`src/rtl/op_input_stage.sv`:
```
`default_nettype none
// ============================================================================
// Module   : op_input_stage
// Brief    : Synchronizes operand/mode switches and a bouncing push button,
//            debounces the button and latches an operand set per press with a
//            valid/ready handshake. Optional macro OP_INPUT_AUTO_REPEAT_EN
//            adds auto-repeat press events while the button is held.
// Revision : 1.0 - initial release
// ============================================================================
module op_input_stage #(
    parameter int DEBOUNCE_CYCLES = 250000,
    parameter int REPEAT_CYCLES   = 12500000
) (
    input  logic       clk,
    input  logic       rst,
    input  logic [3:0] sw_z,
    input  logic [3:0] sw_y,
    input  logic [1:0] sw_mode,
    input  logic       btn_n,
    input  logic       out_ready,
    output logic       out_valid,
    output logic [3:0] Z,
    output logic [3:0] Y,
    output logic [1:0] mode,
    output logic       btn_change,
    output logic       overrun
);

    localparam int                CNT_W   = $clog2(DEBOUNCE_CYCLES + 1);
    localparam logic [CNT_W-1:0]  DB_LAST = CNT_W'(DEBOUNCE_CYCLES - 1);

    localparam logic [1:0] IDLE         = 2'd0;
    localparam logic [1:0] PRESS_WAIT   = 2'd1;
    localparam logic [1:0] PRESSED      = 2'd2;
    localparam logic [1:0] RELEASE_WAIT = 2'd3;

    // Packed as {btn_n, mode, y, z}; the button idles high through reset.
    localparam logic [10:0] SYNC_RST = 11'b100_0000_0000;

    logic [10:0]      sync1_q, sync1_d, sync2_q, sync2_d;
    logic [1:0]       state_q, state_d;
    logic [CNT_W-1:0] cnt_q, cnt_d;
    logic             out_valid_q, out_valid_d;
    logic [3:0]       z_q, z_d, y_q, y_d;
    logic [1:0]       mode_q, mode_d;
    logic             overrun_q, overrun_d;
    logic             w_btn_s;
    logic             w_press_evt;
    logic             w_rpt_evt;
    logic             w_evt;

    assign w_btn_s = sync2_q[10];

    always_comb begin
        sync1_d     = {btn_n, sw_mode, sw_y, sw_z};
        sync2_d     = sync1_q;
        state_d     = state_q;
        cnt_d       = cnt_q;
        w_press_evt = 1'b0;
        case (state_q)
            IDLE: begin
                if (!w_btn_s) begin
                    state_d = PRESS_WAIT;
                    cnt_d   = CNT_W'(1);
                end
            end
            PRESS_WAIT: begin
                if (w_btn_s) begin
                    state_d = IDLE;
                    cnt_d   = '0;
                end else if (cnt_q == DB_LAST) begin
                    state_d     = PRESSED;
                    cnt_d       = '0;
                    w_press_evt = 1'b1;
                end else begin
                    cnt_d = cnt_q + CNT_W'(1);
                end
            end
            PRESSED: begin
                if (w_btn_s) begin
                    state_d = RELEASE_WAIT;
                    cnt_d   = CNT_W'(1);
                end
            end
            RELEASE_WAIT: begin
                if (!w_btn_s) begin
                    state_d = PRESSED;
                    cnt_d   = '0;
                end else if (cnt_q == DB_LAST) begin
                    state_d = IDLE;
                    cnt_d   = '0;
                end else begin
                    cnt_d = cnt_q + CNT_W'(1);
                end
            end
            default: begin
                state_d = IDLE;
                cnt_d   = '0;
            end
        endcase
    end

`ifdef OP_INPUT_AUTO_REPEAT_EN
    localparam int               RPT_W    = $clog2(REPEAT_CYCLES + 1);
    localparam logic [RPT_W-1:0] RPT_LAST = RPT_W'(REPEAT_CYCLES - 1);

    logic [RPT_W-1:0] rpt_cnt_q, rpt_cnt_d;

    // Only cycles that stay in PRESSED accumulate; any exit clears the count.
    always_comb begin
        rpt_cnt_d = '0;
        w_rpt_evt = 1'b0;
        if (state_q == PRESSED && state_d == PRESSED) begin
            if (rpt_cnt_q == RPT_LAST) begin
                w_rpt_evt = 1'b1;
            end else begin
                rpt_cnt_d = rpt_cnt_q + RPT_W'(1);
            end
        end
    end

    always_ff @(posedge clk) begin
        if (rst) begin
            rpt_cnt_q <= '0;
        end else begin
            rpt_cnt_q <= rpt_cnt_d;
        end
    end
`else
    logic w_unused_rpt;
    assign w_unused_rpt = (REPEAT_CYCLES == 0);
    assign w_rpt_evt    = 1'b0;
`endif

    assign w_evt = w_press_evt | w_rpt_evt;

    // A press landing on an accepting edge is still dropped: the decision
    // uses the valid flag as it was before the edge.
    always_comb begin
        out_valid_d = out_valid_q & ~out_ready;
        z_d         = z_q;
        y_d         = y_q;
        mode_d      = mode_q;
        overrun_d   = overrun_q;
        if (w_evt) begin
            if (!out_valid_q) begin
                z_d         = sync2_q[3:0];
                y_d         = sync2_q[7:4];
                mode_d      = sync2_q[9:8];
                out_valid_d = 1'b1;
            end else begin
                overrun_d = 1'b1;
            end
        end
    end

    always_ff @(posedge clk) begin
        if (rst) begin
            sync1_q     <= SYNC_RST;
            sync2_q     <= SYNC_RST;
            state_q     <= IDLE;
            cnt_q       <= '0;
            out_valid_q <= 1'b0;
            z_q         <= 4'h0;
            y_q         <= 4'h0;
            mode_q      <= 2'b00;
            overrun_q   <= 1'b0;
        end else begin
            sync1_q     <= sync1_d;
            sync2_q     <= sync2_d;
            state_q     <= state_d;
            cnt_q       <= cnt_d;
            out_valid_q <= out_valid_d;
            z_q         <= z_d;
            y_q         <= y_d;
            mode_q      <= mode_d;
            overrun_q   <= overrun_d;
        end
    end

    assign out_valid  = out_valid_q;
    assign Z          = z_q;
    assign Y          = y_q;
    assign mode       = mode_q;
    assign overrun    = overrun_q;
    assign btn_change = ~((state_q == PRESSED) || (state_q == RELEASE_WAIT));

endmodule
`default_nettype wire
```
`config.mk`:
```
export PLATFORM = sky130hd
export DESIGN_NAME = op_input_stage
export DESIGN_NICKNAME = d
export VERILOG_FILES = /design/src/rtl/op_input_stage.sv
export SDC_FILE = /design/constraint.sdc
export NUM_CORES = 1
export LEC_CHECK = 0
export BUFFER_PORTS_ARGS = -buffer_cell sky130_fd_sc_hd__buf_4
export CORE_ASPECT_RATIO = 0.7
export CORE_MARGIN = 2
export CORE_UTILIZATION = 44
export DETAILED_ROUTE_END_ITERATION = 12
export GPL_ROUTABILITY_DRIVEN = 0
export REMOVE_ABC_BUFFERS = 1
export SLEW_MARGIN = 40
export SYNTH_ARGS = -nofsm -noshare
export SYNTH_HDL_FRONTEND = slang
export SYNTH_SLANG_ARGS = --single-unit
```
`constraint.sdc`:
```
create_clock -name clk -period 2.06 [get_ports clk]
set_input_delay 0.206 -clock clk [delete_from_list [all_inputs] [get_ports clk]]
set_output_delay 0.206 -clock clk [all_outputs]
set_load 0.05 [all_outputs]
```
; After elaboration in Yosys (flattened, before gate mapping)
; Cells that the tools add are included.
[totals]
regBits = 54
input_bits = 14
out_inout_bits = 13
wordCells = 46
[classes]
n_addsub = 1
n_eq_ne = 8
n_mux = 18
bitwise = 4
n_reduce_logical = 6
[ops]
columns = operator, count
row1 = 18-bit 2-to-1 mux, 5
row2 = 18-bit one-hot mux with 4 select lines, 1
row3 = "18-bit by 1-bit adder with 18-bit output, second input constant", 1
row4 = "18-bit == test, second input constant", 1
row5 = 2-bit 2-to-1 mux, 6
row6 = 2-bit one-hot mux with 4 select lines, 1
row7 = "3-bit != test, second input constant", 2
row8 = 2-bit AND reduction, 3
row9 = 1-bit 2-to-1 mux, 5
row10 = "2-bit == test, second input constant", 2
row11 = "2-bit != test, second input constant", 2
row12 = 4-bit AND reduction, 1
row13 = 1-bit inverter, 3
row14 = "2-bit by 1-bit == test with 1-bit output, second input constant", 1
row15 = 2-bit zero test, 1
row16 = 1-bit bitwise AND, 1
row17 = 1-bit logical OR, 1

; Logic depth before layout (Yosys ltp)
[logic_depth]
word_depth = 5
mapped_depth = 7
mapped_depth_nobuf = 6

; Least setup slack after synthesis
; OpenSTA, ideal clock, no wires.
[synth_timing]
kind = flip-flop to flip-flop
startpoint = register cnt_q[0]
endpoint = register y_q[0] (netlist: Y[0])
setup_time_ns = 0.128
arrival_time_ns = 1.494
t_required_ns = 1.932
slack_ns = 0.439
stages_incl_launch_ff = 8
n_path_buf = 1
synth_period_minus_slack_ns = 1.621
path_cell_list = dfxtp_1 -> ha_1 -> nand3_1 -> nor2_1 -> and3_2 -> buf_6 -> mux2i_1 -> nor2_1
[synth_between]
elab_chain_cells = 5
[synth_rtl]
columns = item, line_no
row1 = start: declaration, 42  ; logic [CNT_W-1:0] cnt_q, cnt_d;
row2 = start signal: assignment, 172  ; cnt_q <= cnt_d;
row3 = 18-bit == test, 71  ; end else if (cnt_q == DB_LAST) begin
row4 = 1-bit 2-to-1 mux, 71
row5 = 1-bit 2-to-1 mux, 68  ; if (w_btn_s) begin
row6 = 1-bit 2-to-1 mux, 60  ; case (state_q)
row7 = 2-bit AND reduction (no source line), -
row8 = end signal: assignment, 175  ; y_q <= y_d;
row9 = end: declaration, 44  ; logic [3:0] z_q, z_d, y_q, y_d;
; Every way passes these cells.
; A chain may end at the register's enable or synchronous reset.

; Final worst setup path
[layout_timing]
startpoint = register cnt_q[0]
endpoint = register cnt_q[10]
[layout_between]
elab_chain_cells = 4
elab_cells_between_ends = 6
classes_between = 1 x add/sub / 1 x eq/ne / 4 x mux
[layout_rtl]
columns = item, line_no
row1 = 18-bit by 1-bit adder with 18-bit output or 18-bit == test (tied branches), -
row2 = 18-bit 2-to-1 mux (*), "71, 89"
row3 = 18-bit 2-to-1 mux (on tied branches), "86, 68"
row4 = 18-bit one-hot mux with 4 select lines (*), 60
; Mark *: on every way between the ends. The rest lies on a longest branch, timed or not.

==> run metrics <==
worst-path fanout max 14; vias in the first global route 1476; Die Y 62.65 µm; Max-cap violations 0; Detailed Route Iter0 Violations 124; DP Wirelength 2.668 mm; max-slew violation count 0; Fin Setup TNS 0 ns; number of diodes 0; IO Count 27; Post-Place Worst Slack 0.09574 ns; Seq pwr share 58.5%; cells after synthesis 218; Critical Path Max Stage Delay 0.43 ns; endpoint type of the worst setup path flop; CP Class flop to flop; Port Buffers 26; setup violators final 0; layout cells sized above 1 23.69%; multi-input combinational cell area 1037 µm²; largest area contributor in the netlist dfxtp_1; hold buffers post-CTS 0; count leader, synth dfxtp_1; aggregate routed wire length 4.013 mm; Yosys top cell area share 50.00%; final count of hold timing violations 0; DR WL met2 1.660 mm; Area growth, synth to finish 19.04%; post-synthesis sequential area ratio 50.00%; status finished clean; GRT overflow 0; via count 1618; clk sinks 54; CTS tree yes; DRT Pass-1 Iters 4; Slew @ Worst Pin 0.6515 ns; Routed Antenna Nets 0; fraction of power consumed by combinational cells 3.5%; Row Count 21; startpoint types flop; CP Data Arrival Time 2.10 ns; Lkg Pwr 1.047 nW; GR Util All Layers 15.82%; initial antenna violation count 0; RSZ-0062 raised after global routing no; PD cells 712.2 nW/µm²; Crit path required time 2.26 ns; register area 1081 µm²; Fmax 0.5254 GHz; CTS HTree Levels 2; wire per inst 12.62 µm; final critical-path setup slack 0.1567 ns; worst hold slack 0.09066 ns; Post-Synth Adder-Cell Area 0.5787%; skew final 0.003652 ns; XOR/XNOR Fraction of Synth Area 2.373%; Mapped Area 2162 µm²; ys flop type dfxtp_1; Starting Density 45.46%; Int Power 0.001461 W; Synth cell types 52; top post-synthesis cells by area dfxtp_1, nor2b_1, mux2i_1, nor2_1, nand3_1; min Tclk post-route 1.903 ns; area of the core 4756 µm²; Layout fillers 427; Compound-Gate Fraction of Synth Area 8.681%; CTS Root Cell clkbuf_8; clock buffer depth 2; Slew Limit Headroom 56.43%; DRC Markers 0; Crit-path slowest cell dfxtp_1; DRT met1 WL 2.152 mm; Die ar. 5500 µm²; clock power share 38.0%; mux contribution to synthesized area 6.192%; worst hold path class primary input to flop; fraction of registers with async set or reset after synthesis 0%; Ys Warns 0; number of CTS-inserted buffers 5; nets 263; largest family of logic cells by synthesized area simple AND/OR/NAND/NOR gates; top routing layer in use met4; largest net degree at the start of global routing 41; Commonest cells post-synth dfxtp_1, nor2_1, nor2b_1; CP Cell Sequence ha_1 > nand3_1 > nor2_4 > a21oi_2 > buf_4 > and3_1 > a211o_1; first-pass GRT wire length 6.948 mm; Routed met3 length 169 µm; VDD IR max 0.3644 mV; Synth Area in Simple Gates 28.99%; syn avg cell area 9.918 µm²; switching share of power 20.29%; Final Cycle Share 92.39%; Post-synth EDFFs 0; Yosys reg bits 54; vias per inst 5.088; die width 87.79 µm; Worst-Skew Late Latency 0.30 ns; Worst-path clk slew 0.09 ns; net switching power 0.0003718 W
routing by layer:
layer | track usage (%) | vias to the layer above
li1 | - | 836
met1 | 24.21 | 751
met2 | 21.69 | 27
met3 | 3.963 | 4
met4 | 4.615 | 0
met5 | 0 | -
layout make-up:
type | count | area share [%]
Clock buffer | 6 | 2.820
Inverter | 5 | 0.7292
Multi-Input combinational cell | 150 | 40.30
Sequential cell | 54 | 42.00
Tap cell | 69 | 3.354
Timing Repair Buffer | 32 | 9.334
Clock inverter | 2 | 1.458
cell usage in the layout, fill, tap and decap left out, drive strengths merged, types with 3 or more instances in the layout:
master and instances:
dfxtp 54, buf 32, nor2 21, nor2b 20, nand3 12, nand2 11
mux2i 10, a21oi 7, nor3 6, clkbuf 6, and3 6, inv 5
o21ai 5, nand4 5, nor4 5, nor4b 4, xor2 3, a22o 3
a211o 3, mux2 3, or2 3
metrics by stage:
stage | std cells | instance area (µm²) | utilization (%) | total power [W]
after floorplan | 208 | 2112 | - | 0.001122
after global placement | 308 | 2431 | 51.12 | 0.001159
after detailed placement | 308 | 2437 | 51.25 | 0.001162
after CTS | 316 | 2547 | 53.56 | 0.001855
after global routing | 318 | 2574 | 54.12 | 0.001912
final | 318 | 2574 | 54.12 | 0.001833
power groups by stage:
stage	registers (W)	logic [W]	clock network [W]
finish	0.00107	0.0000637	0.000697
global route	0.00108	0.0000724	0.000763
CTS	0.00107	0.0000644	0.000718
detailed placement	0.00110	0.0000644	0
global placement	0.00110	0.0000624	0
floorplan	0.00110	0.0000264	0
worst max-delay path, delay by kind of cell (launching register included):
kind,cells,cell delay [ns]
AOI/OAI and AO/OA,2,0.31
adders and majority gates,1,0.24
buffers and inverters,1,0.19
DFF,1,0.43
and+or+nand+nor,3,0.64
final timing paths:
check	slack, ns	start	cells past startpoint	endpoint
worst max-delay path	0.16	cnt_q[0]	7	cnt_q[10]
worst min-delay path	0.09	btn_n	2	sync1_q[10]
worst max register to register	0.16	cnt_q[0]	7	cnt_q[10]
worst min register to register	0.42	sync1_q[10]	1	sync2_q[10]
timing repair:
action / CTS / global route
resized for setup: 0 / 3
buffers inserted: 0 / 1
setup endpoints to repair: 0 / 10
registers in the layout, indices dropped and copies added, names as in the netlist, named ones only:
| signal | count |
|---|---|
| cnt_q | 18 |
| sync1_q | 11 |
| out_valid | 1 |
| mode | 2 |
| Z | 4 |
| Y | 4 |
| overrun | 1 |
| sync2_q | 11 |
| state_q | 1 |
cells by family after synthesis:
| family | Yosys count |
|---|---|
| multiplexers | 13 |
| flip-flops | 54 |
| AO/OA/AOI/OAI | 27 |
| buffers and inverters | 15 |
| XOR/XNOR | 5 |
| adder cells (fa/ha/maj) | 1 |
| AND/OR/NAND/NOR | 103 |
(Power assumes the default switching activity.)
